===== config.mk =====
export PLATFORM = sky130hd
export DESIGN_NAME = spfp_accumulate_ctrl
export DESIGN_NICKNAME = d
export VERILOG_FILES = /design/src/rtl/spfp_accumulate_ctrl_pkg.sv /design/src/rtl/spfp_adder_subtractor.sv /design/src/rtl/spfp_accumulate_ctrl.sv
export SDC_FILE = /design/constraint.sdc
export NUM_CORES = 1
export LEC_CHECK = 0
export BUFFER_PORTS_ARGS = -buffer_cell sky130_fd_sc_hd__buf_2
export CAP_MARGIN = 15
export CORE_MARGIN = 1.5
export CORE_UTILIZATION = 25
export CTS_CLUSTER_DIAMETER = 120
export DETAILED_ROUTE_END_ITERATION = 10
export GPL_TIMING_DRIVEN = 0
export MAX_ROUTING_LAYER = met4
export PLACE_DENSITY_LB_ADDON = 0.3
export SLEW_MARGIN = 0
export SYNTH_ARGS = -nofsm -noshare
export SYNTH_HDL_FRONTEND = slang
export SYNTH_SLANG_ARGS = --single-unit

===== constraint.sdc =====
create_clock -name clk -period 28.7 [get_ports clk]
set_input_delay 4.305 -clock clk [delete_from_list [all_inputs] [get_ports clk]]
set_output_delay 4.305 -clock clk [all_outputs]
set_load 0.02 [all_outputs]

===== src/rtl/spfp_accumulate_ctrl_pkg.sv =====
// Shared encodings and constants for the single-precision accumulate controller
// and its adder.
package spfp_accumulate_ctrl_pkg;

    typedef enum logic [1:0] {
        ST_IDLE = 2'd0,
        ST_ACC  = 2'd1,
        ST_DONE = 2'd2
    } acc_state_e;

    localparam logic [31:0] FP_ZERO      = 32'h0000_0000;
    localparam logic [7:0]  EXP_ALL_ONES = 8'hFF;

    // Inf and NaN both count as exceptional operands.
    function automatic logic is_special(input logic [31:0] x);
        return x[30:23] == EXP_ALL_ONES;
    endfunction

endpackage


===== src/rtl/spfp_adder_subtractor.sv =====
// Combinational IEEE-754 single add/subtract, round-to-nearest-even, subnormals
// flushed to zero. Any Inf/NaN operand or overflow raises exception_o and forces +0.
module spfp_adder_subtractor
    import spfp_accumulate_ctrl_pkg::*;
(
    input  logic [31:0] a_i,
    input  logic [31:0] b_i,
    input  logic        add_sub_signal_i,
    output logic [31:0] res_o,
    output logic        exception_o
);

    logic        sign_b, big_s, sm_s;
    logic [7:0]  big_e, sm_e, d;
    logic [22:0] big_f, sm_f;
    logic [26:0] big_m, sm_m, sm_sh, mask, diff, norm;
    logic [27:0] sum;
    logic [4:0]  lz;
    logic [9:0]  e;
    logic [23:0] mant;
    logic [24:0] mant_r;
    logic        found, rnd, zero, ovf, uf, exc;

    always_comb begin
        sign_b = b_i[31] ^ ~add_sub_signal_i;
        exc    = is_special(a_i) | is_special(b_i);

        // Larger magnitude goes on the "big" side so the aligned difference is never negative.
        if (a_i[30:0] >= b_i[30:0]) begin
            big_s = a_i[31];  big_e = a_i[30:23]; big_f = a_i[22:0];
            sm_s  = sign_b;   sm_e  = b_i[30:23]; sm_f  = b_i[22:0];
        end else begin
            big_s = sign_b;   big_e = b_i[30:23]; big_f = b_i[22:0];
            sm_s  = a_i[31];  sm_e  = a_i[30:23]; sm_f  = a_i[22:0];
        end

        big_m = (big_e != 8'd0) ? {1'b1, big_f, 3'b000} : '0;
        sm_m  = (sm_e  != 8'd0) ? {1'b1, sm_f,  3'b000} : '0;

        d    = big_e - sm_e;
        mask = '0;
        if (d >= 8'd27) begin
            sm_sh = {26'd0, |sm_m};
        end else begin
            mask     = (27'd1 << d) - 27'd1;
            sm_sh    = sm_m >> d;
            sm_sh[0] = sm_sh[0] | (|(sm_m & mask));
        end

        sum   = '0;
        diff  = '0;
        norm  = '0;
        lz    = '0;
        found = 1'b0;
        zero  = 1'b0;
        e     = {2'b00, big_e};
        if (big_s == sm_s) begin
            sum = {1'b0, big_m} + {1'b0, sm_sh};
            if (sum[27]) begin
                norm = {sum[27:2], sum[1] | sum[0]};
                e    = e + 10'd1;
            end else begin
                norm = sum[26:0];
            end
        end else begin
            diff = big_m - sm_sh;
            for (int i = 26; i >= 0; i--) begin
                if (!found && diff[i]) begin
                    lz    = 5'(26 - i);
                    found = 1'b1;
                end
            end
            norm = diff << lz;
            e    = e - {5'd0, lz};
            zero = (diff == '0);
        end

        mant   = norm[26:3];
        rnd    = norm[2] & (norm[1] | norm[0] | norm[3]);
        mant_r = {1'b0, mant} + {24'd0, rnd};
        if (mant_r[24]) begin
            mant = mant_r[24:1];
            e    = e + 10'd1;
        end else begin
            mant = mant_r[23:0];
        end

        ovf = !e[9] && (e >= 10'd255);
        uf  = e[9] || (e == 10'd0) || !mant[23];

        exception_o = exc | ovf;
        res_o       = {big_s, e[7:0], mant[22:0]};
        if (exc || ovf || uf || zero)
            res_o = FP_ZERO;
    end

endmodule


===== src/rtl/spfp_accumulate_ctrl.sv =====
// Reduces a vector of singles to one biased sum, one add per accepted beat,
// and returns the sum plus a sticky Inf/NaN flag on a valid/ready port.
module spfp_accumulate_ctrl
    import spfp_accumulate_ctrl_pkg::*;
#(
    parameter int LEN_W = 8
) (
    input  logic             clk,
    input  logic             rst_n,
    input  logic             start_i,
    input  logic [LEN_W-1:0] vec_len_i,
    input  logic [31:0]      bias_i,
    input  logic             abort_i,
    input  logic             in_valid_i,
    input  logic [31:0]      in_data_i,
    output logic             in_ready_o,
    output logic             out_valid_o,
    input  logic             out_ready_i,
    output logic [31:0]      out_data_o,
    output logic             out_exception_o,
    output logic             busy_o
);

    acc_state_e       state_q, state_d;
    logic [31:0]      acc_q, acc_d;
    logic [LEN_W-1:0] count_q, count_d;
    logic             exc_q, exc_d;
    logic [31:0]      add_res;
    logic             add_exc;

    spfp_adder_subtractor u_add (
        .a_i              (acc_q),
        .b_i              (in_data_i),
        .add_sub_signal_i (1'b1),
        .res_o            (add_res),
        .exception_o      (add_exc)
    );

    always_ff @(posedge clk or negedge rst_n) begin
        if (!rst_n) begin
            state_q <= ST_IDLE;
            acc_q   <= FP_ZERO;
            count_q <= '0;
            exc_q   <= 1'b0;
        end else begin
            state_q <= state_d;
            acc_q   <= acc_d;
            count_q <= count_d;
            exc_q   <= exc_d;
        end
    end

    always_comb begin
        state_d = state_q;
        acc_d   = acc_q;
        count_d = count_q;
        exc_d   = exc_q;

        // Abort wins over everything, including a beat presented in the same cycle.
        if (abort_i) begin
            state_d = ST_IDLE;
            acc_d   = FP_ZERO;
            count_d = '0;
            exc_d   = 1'b0;
        end else begin
            unique case (state_q)
                ST_IDLE: begin
                    if (start_i) begin
                        acc_d = bias_i;
                        exc_d = is_special(bias_i);
                        if (vec_len_i != '0) begin
                            count_d = vec_len_i;
                            state_d = ST_ACC;
                        end else begin
                            state_d = ST_DONE;
                        end
                    end
                end
                ST_ACC: begin
                    if (in_valid_i) begin
                        acc_d   = add_res;
                        exc_d   = exc_q | add_exc;
                        count_d = count_q - LEN_W'(1);
                        if (count_q == LEN_W'(1))
                            state_d = ST_DONE;
                    end
                end
                ST_DONE: begin
                    if (out_ready_i)
                        state_d = ST_IDLE;
                end
                default: state_d = ST_IDLE;
            endcase
        end
    end

    // Handshake outputs decode from state only; no in_valid -> in_ready path.
    assign in_ready_o      = (state_q == ST_ACC);
    assign out_valid_o     = (state_q == ST_DONE);
    assign busy_o          = (state_q != ST_IDLE);
    assign out_data_o      = acc_q;
    assign out_exception_o = exc_q;

endmodule


==> metrics.md, run 1 <==
| Metric | Value |
|---|---|
| Top-count cell post-synth | `nand2_1` |
| Worst skew pair latency | `0.28 ns` |
| #FFs+latches synth | `43` |
| Sequential fraction of the synthesis area | `0.0739` |
| Port bufs | `112` |
| Top FF cell, synth | `dfrtp_1` |
| Leak | `between 0.006 and 0.007 uW` |
| Setup TNS Final | `0 ns` |
| Pin count of the biggest net entering global routing | `44` |
| Starting Density | `0.253` |
| Syn Inst Count | `2199` |
| Gpl congestion | `1.00` |
| Max IR drop VDD | `0.0425 mV` |
| Die H | `~240 um` |
| Most frequent CP cell | `clkbuf_1` |
| Post-synth EDFFs | `0` |
| Outcome | `completed` |
| Worst setup EP type | `flip-flop` |
| Max cap viols | `0` |
| GRT met3 Usage | `0.0236` |
| Die width | `244 um` |
| Grt met2 use | `0.425` |
| 1st-iter DRT viols | `slightly above 2k` |
| Top cells by count, synth | `nand2_1 (241), nor2_1 (225), a21oi_1 (182)` |
| Met1 Resource Use GR | `0.368` |
| R2r endpoint | `out_data_o[8]` |
| Final min period | `22.48 ns` |
| Synth Area per Inst | `6.62 sq um` |
| Worst min path class | `flip-flop to flip-flop` |
| GRT busiest layer | `met2` |
| Nets | `roughly 2.5k` |
| Multi-input gate area | `12400 sq um` |
| CP Buf/Inv Count | `22` |
| Kind of cell adding the most delay to the critical path | `buffers and inverters` |
| CTS max path bufs | `2` |
| Root buf cell | `clkbuf_16` |
| Routed vias/inst | `6.07` |
| CTS buffer count | `5` |
| Ant. Diodes | `0` |
| Core area | `57600 sq um` |
| Hold endpoint | `count_q[7]` |
| Crit start category | `primary input` |
| RSZ-0062 raised after global routing | `false` |
| Top cell type's share of synthesized area | `0.0790` |
| Fmax | `44.5 MHz` |
| Clk_skew | `around 0.0047 ns` |
| Top post-synthesis cells by area | `ha_1 (7.9%), dfrtp_1 (7.4%), a21oi_1 (6.3%), nand2_1 (6.2%), nor2_1 (5.8%)` |
| Post-CTS resize count | `0` |
| Drt wl/cell | `26.5 um` |
| H-tree depth | `2` |
| Ys Warns | `0` |
| CTS clock-pin slew for the worst setup and hold paths | `around 0.06 ns` |
| Ys async rst share | `1.00` |
| GRT overflow | `0` |
| Hold Path Depth | `2` |
| Yosys cell types | `112` |
| Area Overhead vs Synth | `11.4%` |
| CTS tree | `built` |
| Slowest cell on the critical path | `o41ai_1` |
| First-pass GRT wire length | `about 120000 um` |
| Via count | `18.7k` |
| Power density cells | `102 nW/um^2` |
| WHS | `approximately 0.52 ns` |
| Final worst-path cycle share | `0.783` |
| Critical path class | `primary input to flip-flop` |
| Area leader, netlist | `ha_1` |
| Area after DPL | `16100 sq um` |
| Share of layout cells above drive strength 1 | `0.121` |
| Clock tree sinks | `43` |
| Post CTS Setup Buffer Count | `0` |
| Routed WL | `between 80000 and 90000 um` |
| Design area | `16200 sq um` |
| Worst-path fanout max | `10` |
| Hold Violations, Final | `0` |
| R2r setup slk | `9.85 ns` |
| Actual slew at the worst max-slew pin | `1.13 ns` |
| Final-report setup violation count | `0` |
| Placement Rows | `88` |
| Vias in the first global route | `17.4k` |
| Die Area | `59700 sq um` |
| Worst EP required | `28.90 ns` |
| Gr usage total | `0.272` |
| Hold_buf cts | `0` |
| Post-DP HPWL | `67200 um` |
| DR pass1 iterations | `6` |
| Max Slew Vio Count | `0` |
| RR Startpoint | `out_data_o[13]` |
| Hold path start | `count_q[7]` |
| Crit path DAT | `roughly 23 ns` |
| Fillers | `6414` |
| Sequential standard cell area | `1080 sq um` |
| Mapped cell area | `approximately 15000 sq um` |
| Reg2Reg Depth | `64` |
| Initial antenna violation count | `1` |
| Critical path's largest stage delay | `0.76 ns` |
| Syn_nets | `between 2k and 2.5k` |
| Rel. slew slack | `0.242` |
| Ports | `114` |
| DRT antenna net count | `0` |
| DRC viols | `0` |
-- kinds of logic after synthesis --
logic type | count (synthesis) | share of synthesized area
adders and majority gates | 94 | 0.0818
muxes | 98 | 0.0728
AOI/OAI and AO/OA | 777 | 0.361
buffers and inverters | 260 | 0.0778
xor gates and xnor gates | 69 | 0.0430
and+or+nand+nor | 858 | 0.290
DFF | 43 | 0.0739
-- routing by layer --
| layer | share of wire | up-vias |
|---|---|---|
| li1 | - | 8448 |
| met1 | 0.44 | 9202 |
| met2 | 0.44 | 919 |
| met3 | 0.072 | 147 |
| met4 | 0.041 | 0 |
| met5 | 0 | - |
-- report_power, final --
part | switching [uW] | internal, uW | leakage (uW) | total [uW]
Sequential | 51.7 | 74.3 | 0.000574 | 126
Clock | 22.9 | 31.3 | 0.0000618 | 54.2
Combinational | 1030 | 449 | 0.00603 | 1470
Total | 1100 | 554 | 0.00667 | 1650
-- state kept, by name, summed over array words and instances, names as in the netlist --
register,flops
state_q,2
out_data_o,32
out_exception_o,1
count_q,8
-- stage by stage --
step	cells	power (uW)	setup WS [ns]	util
finish	3082	1650	6.22	0.282
global route	3082	1740	4.91	0.282
floorplan	2199	1040	11.16	-
CTS	3082	1610	6.68	0.282
global placement	3076	1560	6.30	0.279
detailed placement	3076	1550	6.50	0.279
-- layout by cell type, fill, tap and decap left out, drive strengths merged, types with 8 or more instances in the layout --
cell / netlist / layout
a2111oi: 9 / 9
a211o: 10 / 10
a211oi: 32 / 32
a21boi: 9 / 9
a21o: 33 / 33
a21oi: 188 / 188
a22oi: 43 / 43
a311oi: 9 / 9
a31o: 11 / 11
a31oi: 40 / 40
and2: 17 / 17
and3: 35 / 35
and4: 10 / 10
buf: 64 / 176
clkbuf: 72 / 77
dfrtp: 43 / 43
ha: 92 / 92
inv: 122 / 122
mux2: 13 / 13
mux2i: 80 / 80
nand2: 243 / 243
nand2b: 17 / 17
nand3: 64 / 64
nand4: 34 / 34
nor2: 230 / 230
nor2b: 13 / 13
nor3: 83 / 83
nor4: 34 / 34
o211ai: 42 / 42
o21a: 23 / 23
o21ai: 174 / 174
o21bai: 15 / 15
o221ai: 8 / 8
o22ai: 24 / 24
o31ai: 20 / 20
or2: 20 / 20
or3: 30 / 30
or4: 13 / 13
xnor2: 44 / 44
xor2: 25 / 25
-- how the worst max path moves through the flow --
stage | from | endpoint | slack, ns | cells past startpoint
3_3_place_gp | in_data_i[29] | out_data_o[4] | 6.30 | 67
2_1_floorplan | in_data_i[29] | out_data_o[13] | 11.16 | 66
6_report | in_data_i[29] | out_data_o[8] | 6.22 | 67
3_5_place_dp | in_data_i[29] | out_data_o[4] | 6.50 | 67
5_1_grt | in_data_i[29] | out_data_o[10] | 4.91 | 67
4_1_cts | in_data_i[29] | out_data_o[4] | 6.68 | 67
-- area by class of cell --
cell class / instances / area share
inverter: 124 / 0.0287
buffer: 136 / 0.0412
clock buffer: 5 / 0.00771
sequential: 43 / 0.0663
tap: 765 / 0.0590
clock inverter: 1 / 0.000463
timing repair buffer: 112 / 0.0346
multi-input combinational: 1896 / 0.762
-- worst reg2reg max path, delay by kind of cell (launching register included) --
family | cells | cell delay [ns]
buf+inv | 19 | 6.07
compound gates | 22 | 5.79
simple gates | 17 | 4.16
fa+ha+maj | 4 | 1.37
xor+xnor | 2 | 0.73
flops | 1 | 0.65
No activity file was read; power rests on OpenSTA's default activity.
==> inputs of run 2 (changes only) <==
==> constraint.sdc (replaced) <==
create_clock -name clk -period 20.5 [get_ports clk]
set_input_delay 3.075 -clock clk [delete_from_list [all_inputs] [get_ports clk]]
set_output_delay 3.075 -clock clk [all_outputs]
set_load 0.02 [all_outputs]
==> run 2 against run 1 <==
Net effect: cell count about the same; die area unchanged; combinational power increased by 41%; critical path depth decreased by 7; clock power increased by 40%; cell area increased by 0.39%; sequential share of layout area about the same; hold slack improved by 0.00081 ns; count of clock-buffer cells in the layout unchanged; via count increased by 0.66%.
==> metrics.md, run 2 (synthesis results as in run 1) <==
| Metric | Value |
|---|---|
| Outcome | `completed` |
| Met1 WL | `approximately 36000 um` |
| R2r endpoint | `out_data_o[8]` |
| DRT antenna net count | `0` |
| Nets | `2488` |
| Crit path DAT | `20.04 ns` |
| Port bufs | `~110` |
| Place WS | `-0.468 ns` |
| CTS tree | `built` |
| Die H | `244 um` |
| 1st-iter DRT viols | `roughly 2.2k` |
| Max cap viols | `0` |
| Drt wl/cell | `26.6 um` |
| CTS max path bufs | `2` |
| Critical Path Start | `in_data_i[29]` |
| Clock tree sinks | `43` |
| Worst setup margin | `0.667 ns` |
| Routed WL | `81800 um` |
| Leak | `0.00670 uW` |
| Gpl congestion | `1.00` |
| Hold endpoint | `count_q[7]` |
| DRC viols | `0` |
| Initial antenna violation count | `1` |
| Core area | `57600 sq um` |
| Pin count of the biggest net entering global routing | `44` |
| Final min period | `19.83 ns` |
| Fillers | `6402` |
| Worst EP required | `20.70 ns` |
| Post-DP HPWL | `67200 um` |
| R2r setup slk | `2.98 ns` |
| Gr usage total | `0.273` |
| Worst min path class | `flip-flop to flip-flop` |
| RSZ-0062 raised after global routing | `false` |
| Most frequent cells in the layout | `nand2_1 (240), nor2_1 (225), a21oi_1 (181)` |
| Area Overhead vs Synth | `11.8%` |
| Cells after DPL | `about 3.1k` |
| Most frequent CP cell | `buf_2` |
| Max Slew Vio Count | `0` |
| Routed vias/inst | `6.12` |
| Rel. slew slack | `0.208` |
| Commonest non-fill, non-tap cell in the layout | `nand2_1` |
| First-pass GRT wire length | `120000 um` |
| Final-report setup violation count | `0` |
| Via count | `~19k` |
| Hold Path Depth | `2` |
| CTS buffer count | `5` |
| DR pass1 iterations | `6` |
| Die Area | `59700 sq um` |
| Vias in the first global route | `17.4k` |
| CTS clock-pin slew for the worst setup and hold paths | `around 0.060 ns` |
| Hold Violations, Final | `0` |
| Power density cells | `approximately 140 nW/um^2` |
| Reg2Reg Depth | `57` |
| Hold path start | `count_q[7]` |
| Critical path's largest stage delay | `1.00 ns` |
| DR WL met3 | `6070 um` |
| Die width | `244 um` |
| Ant. Diodes | `0` |
| Worst-path fanout max | `19` |
| Crit start category | `primary input` |
| Post-Layout Cell Count | `3080` |
| Max reg flops | `32` |
| Max IR drop VDD | `0.0607 mV` |
| Critical path class | `primary input to flip-flop` |
| Slowest cell on the critical path | `o311ai_1` |
| Worst setup EP type | `flip-flop` |
| H-tree depth | `2` |
| Starting Density | `0.253` |
| Fmax | `slightly above 50 MHz` |
| Met2 routed WL | `36500 um` |
| Actual slew at the worst max-slew pin | `1.17 ns` |
| Clk_skew | `0.00490 ns` |
| Worst skew pair latency | `0.28 ns` |
| Ports | `approximately 110` |
| DR top layer | `met4` |
| Final worst-path cycle share | `0.967` |
| Root buf cell | `clkbuf_16` |
| RR Startpoint | `out_data_o[4]` |
| Share of layout cells above drive strength 1 | `0.127` |
| Placement Rows | `88` |
| GRT overflow | `0` |
## run 2: cell count changes in the layout (fill, tap and decap cells not counted), moves of 2 or more
cell | previous run | this run
xnor2_2 | 2 | 4
clkbuf_1 | 72 | 67
xnor2_1 | 42 | 40
buf_1 | 11 | 9
clkbuf_2 | 0 | 3
## run 2: area by class of cell
type,count,area [sq um],share of cell area
Inverter,124,465,0.0286
Sequential cell,43,1080,0.0661
Clock buffer,5,125,0.00768
Clock inverter,1,7.51,0.000461
Buffer,133,664,0.0408
Timing Repair Buffer,113,568,0.0349
Multi-Input combinational cell,1896,12400,0.763
Tap cell,765,957,0.0588
## run 2: report_power, final
| group | switching [uW] | total (uW) | internal [uW] | leakage (uW) |
|---|---|---|---|---|
| clock | 32.2 | 76.0 | 43.8 | 0.0000618 |
| combinational | 1440 | 2080 | 634 | 0.00607 |
| sequential | 71.4 | 175 | 104 | 0.000574 |
## run 2: layer usage
metal	vias to the layer above	GRT usage
li1	8445	-
met1	9249	0.368
met2	988	0.425
met3	158	0.0237
met4	0	0.0922
met5	-	-
## run 2: worst max-delay path by stage
stage                                 to  depth (start not counted)
final                      out_data_o[8]                         60
after CTS                  out_data_o[4]                         67
after floorplan           out_data_o[13]                         66
after detailed placement   out_data_o[4]                         67
after global routing      out_data_o[10]                         60
after global placement     out_data_o[4]                         67
## run 2: through the flow
stage | setup TNS (ns) | hold WS [ns] | cell area (sq um) | power [uW] | util
5_1_grt | 0 | 0.563 | 16300 | 2450 | 0.283
2_1_floorplan | 0 | 0.460 | 14600 | 1460 | -
6_report | 0 | 0.522 | 16300 | 2330 | 0.283
3_5_place_dp | -12.85 | 0.508 | 16100 | 2170 | 0.279
4_1_cts | 0 | 0.525 | 16200 | 2250 | 0.282
3_3_place_gp | -19.22 | 0.484 | 16100 | 2180 | 0.279
## run 2: timing repair
action                     in CTS  in global routing
setup endpoints to repair      32                 33
setup buffers                   0                  1
gates resized for setup         2                 17
gates cloned                    0                  0
pin swaps                       0                  1
hold buffers                    0                  0
## run 2: critical path: cells and delay by family
kind | cells | cell delay [ns]
and+or+nand+nor | 21 | 5.07
buffers and inverters | 19 | 5.52
AOI/OAI and AO/OA | 16 | 5.03
adders and majority gates | 3 | 0.98
xor gates and xnor gates | 1 | 0.29
==> inputs of run 3 (changes only) <==
--- a/config.mk
+++ b/config.mk
@@ -5,12 +5,13 @@
 export SDC_FILE = /design/constraint.sdc
 export NUM_CORES = 1
 export LEC_CHECK = 0
-export BUFFER_PORTS_ARGS = -buffer_cell sky130_fd_sc_hd__buf_2
 export CAP_MARGIN = 15
+export CORE_ASPECT_RATIO = 0.5
 export CORE_MARGIN = 1.5
 export CORE_UTILIZATION = 25
 export CTS_CLUSTER_DIAMETER = 120
 export DETAILED_ROUTE_END_ITERATION = 10
+export DONT_BUFFER_PORTS = 1
 export GPL_TIMING_DRIVEN = 0
 export MAX_ROUTING_LAYER = met4
 export PLACE_DENSITY_LB_ADDON = 0.3
==> run 3 against run 2 <==
Net effect: maximum frequency rose by 0.16%; largest power group unchanged; via count fell by 3.4%; critical path depth rose by 2; critical path type unchanged.
==> metrics.md, run 3 (synthesis results as in run 1) <==
| Metric | Value |
|---|---|
| Power density cells | `146 nW/um^2` |
| Share of layout cells above drive strength 1 | `0.0825` |
| Hold Violations, Final | `0` |
| Fillers | `6450` |
| R2r setup slk | `roughly 2.6 ns` |
| Root buf cell | `clkbuf_16` |
| Worst EP required | `just over 20 ns` |
| Pint | `between 700 and 800 uW` |
| Cells after DPL | `approximately 3.0k` |
| Via count | `18.2k` |
| Area after DPL | `15500 sq um` |
| Worst skew pair latency | `0.30 ns` |
| Worst min path class | `flip-flop to flip-flop` |
| DRT antenna net count | `0` |
| Pin count of the biggest net entering global routing | `44` |
| Max Slew Vio Count | `0` |
| Critical path's largest stage delay | `0.70 ns` |
| CTS buffer count | `5` |
| Area Overhead vs Synth | `7.97%` |
| Initial antenna violation count | `0` |
| Switch Pwr | `1530 uW` |
| Comb pwr share | `0.877` |
| Hold path start | `count_q[6]` |
| Hold endpoint | `count_q[6]` |
| RR Startpoint | `out_data_o[20]` |
| Max reg flops | `32` |
| Die Area | `59800 sq um` |
| Drt wl/cell | `between 20 and 30 um` |
| Starting Density | `0.253` |
| Clock power frac | `0.035` |
| Clock tree sinks | `43` |
| Final min period | `roughly 20 ns` |
| Outcome | `completed` |
| 1st-iter DRT viols | `2211` |
| Hold Path Depth | `2` |
| Port bufs | `0` |
| Worst setup EP type | `flip-flop` |
| Ant. Diodes | `0` |
| Ports | `about 110` |
| R2r endpoint | `out_data_o[13]` |
| Final worst-path cycle share | `0.966` |
| Switching part of the total power | `0.666` |
| Vias in the first global route | `16.8k` |
| RSZ-0062 raised after global routing | `false` |
| Post CTS Setup Buffer Count | `0` |
| Critical Path Start | `in_data_i[22]` |
| Final Power | `roughly 2300 uW` |
| Nets | `2378` |
| Fmax | `50.5 MHz` |
| DR pass1 iterations | `6` |
| H-tree depth | `2` |
| Commonest non-fill, non-tap cell in the layout | `nand2_1` |
| Routed vias/inst | `around 6.1` |
| CTS clock-pin slew for the worst setup and hold paths | `roughly 0.06 ns` |
| Slowest cell on the critical path | `nor4_2` |
| Die width | `344 um` |
| Critical path class | `primary input to flip-flop` |
| WHS | `0.511 ns` |
| First-pass GRT wire length | `114000 um` |
| Max cap viols | `0` |
| CTS max path bufs | `2` |
| Design area | `15700 sq um` |
| Gr usage total | `0.260` |
| Rel. slew slack | `0.241` |
| Leak | `0.00623 uW` |
| Clk_skew | `0.00713 ns` |
| Most frequent CP cell | `clkbuf_1` |
| Gpl congestion | `1.02` |
| Core area | `57500 sq um` |
| Routed WL | `78500 um` |
| GRT overflow | `0` |
| Reg2Reg Depth | `61` |
| Post-DP HPWL | `64500 um` |
| CTS tree | `built` |
| Most frequent cells in the layout | `nand2_1 (241), nor2_1 (225), a21oi_1 (181)` |
| Crit path DAT | `20.01 ns` |
| Max IR drop VDD | `0.0464 mV` |
| Placement Rows | `62` |
| Sequential power share | `0.088` |
| DRC viols | `0` |
| Actual slew at the worst max-slew pin | `1.11 ns` |
| Post-Layout Cell Count | `2975` |
| Crit start category | `primary input` |
| Worst-path fanout max | `10` |
| Final-report setup violation count | `0` |
| Die H | `174 um` |
==> run 3: how the worst max path moves through the flow <==
stage	end	cells past startpoint
after global routing	out_data_o[13]	66
final	out_data_o[13]	62
after floorplan	out_data_o[13]	66
after detailed placement	out_data_o[13]	65
after global placement	out_data_o[13]	65
after CTS	out_data_o[13]	65
==> run 3: cell type report <==
type,instances,area [sq um],share of cell area
Multi-Input combinational cell,1896,12400,0.789
Sequential cell,43,1080,0.0684
Tap cell,768,961,0.0611
Buffer,136,676,0.0430
Inverter,124,465,0.0296
Clock buffer,5,125,0.00796
Clock inverter,3,20.0,0.00127
==> run 3: worst max-delay path: cells and delay by family <==
kind | cells | cell delay (ns)
AOI/OAI and AO/OA | 25 | 6.52
xor gates and xnor gates | 2 | 0.42
adders and majority gates | 4 | 1.22
buffers and inverters | 17 | 4.78
and+or+nand+nor | 14 | 3.93
==> run 3: timing repair <==
| action | 4_1_cts | 5_1_grt |
|---|---|---|
| hold buffers | 0 | 0 |
| gates resized for setup | 0 | 18 |
| endpoints found under the setup margin | 0 | 33 |
==> run 3: per-layer routing <==
layer  routed length (um)  part of all wire  global-route usage  vias up
li1                     -                 -                   -     8239
met1                34800              0.44               0.352     8835
met2                33600              0.43               0.387      942
met3                 6700             0.085              0.0429      178
met4                 3380             0.043              0.0906        0
met5                    0                 0                   -        -
==> run 3: stage by stage <==
step / setup slack [ns] / setup TNS (ns) / util
2_1_floorplan: 4.19 / 0 / -
3_3_place_gp: -0.132 / -2.74 / 0.270
3_5_place_dp: -0.0835 / -1.28 / 0.270
4_1_cts: 0.132 / 0 / 0.273
5_1_grt: 0.0335 / 0 / 0.274
6_report: 0.700 / 0 / 0.274
==> run 3: power by group through the flow <==
stage          sequential, uW  clock (uW)  combinational [uW]
3_3_place_gp              198           0                1930
3_5_place_dp              198           0                1910
5_1_grt                   199        85.1                2120
2_1_floorplan             153           0                1300
6_report                  202        80.6                2010
4_1_cts                   196        81.7                1920
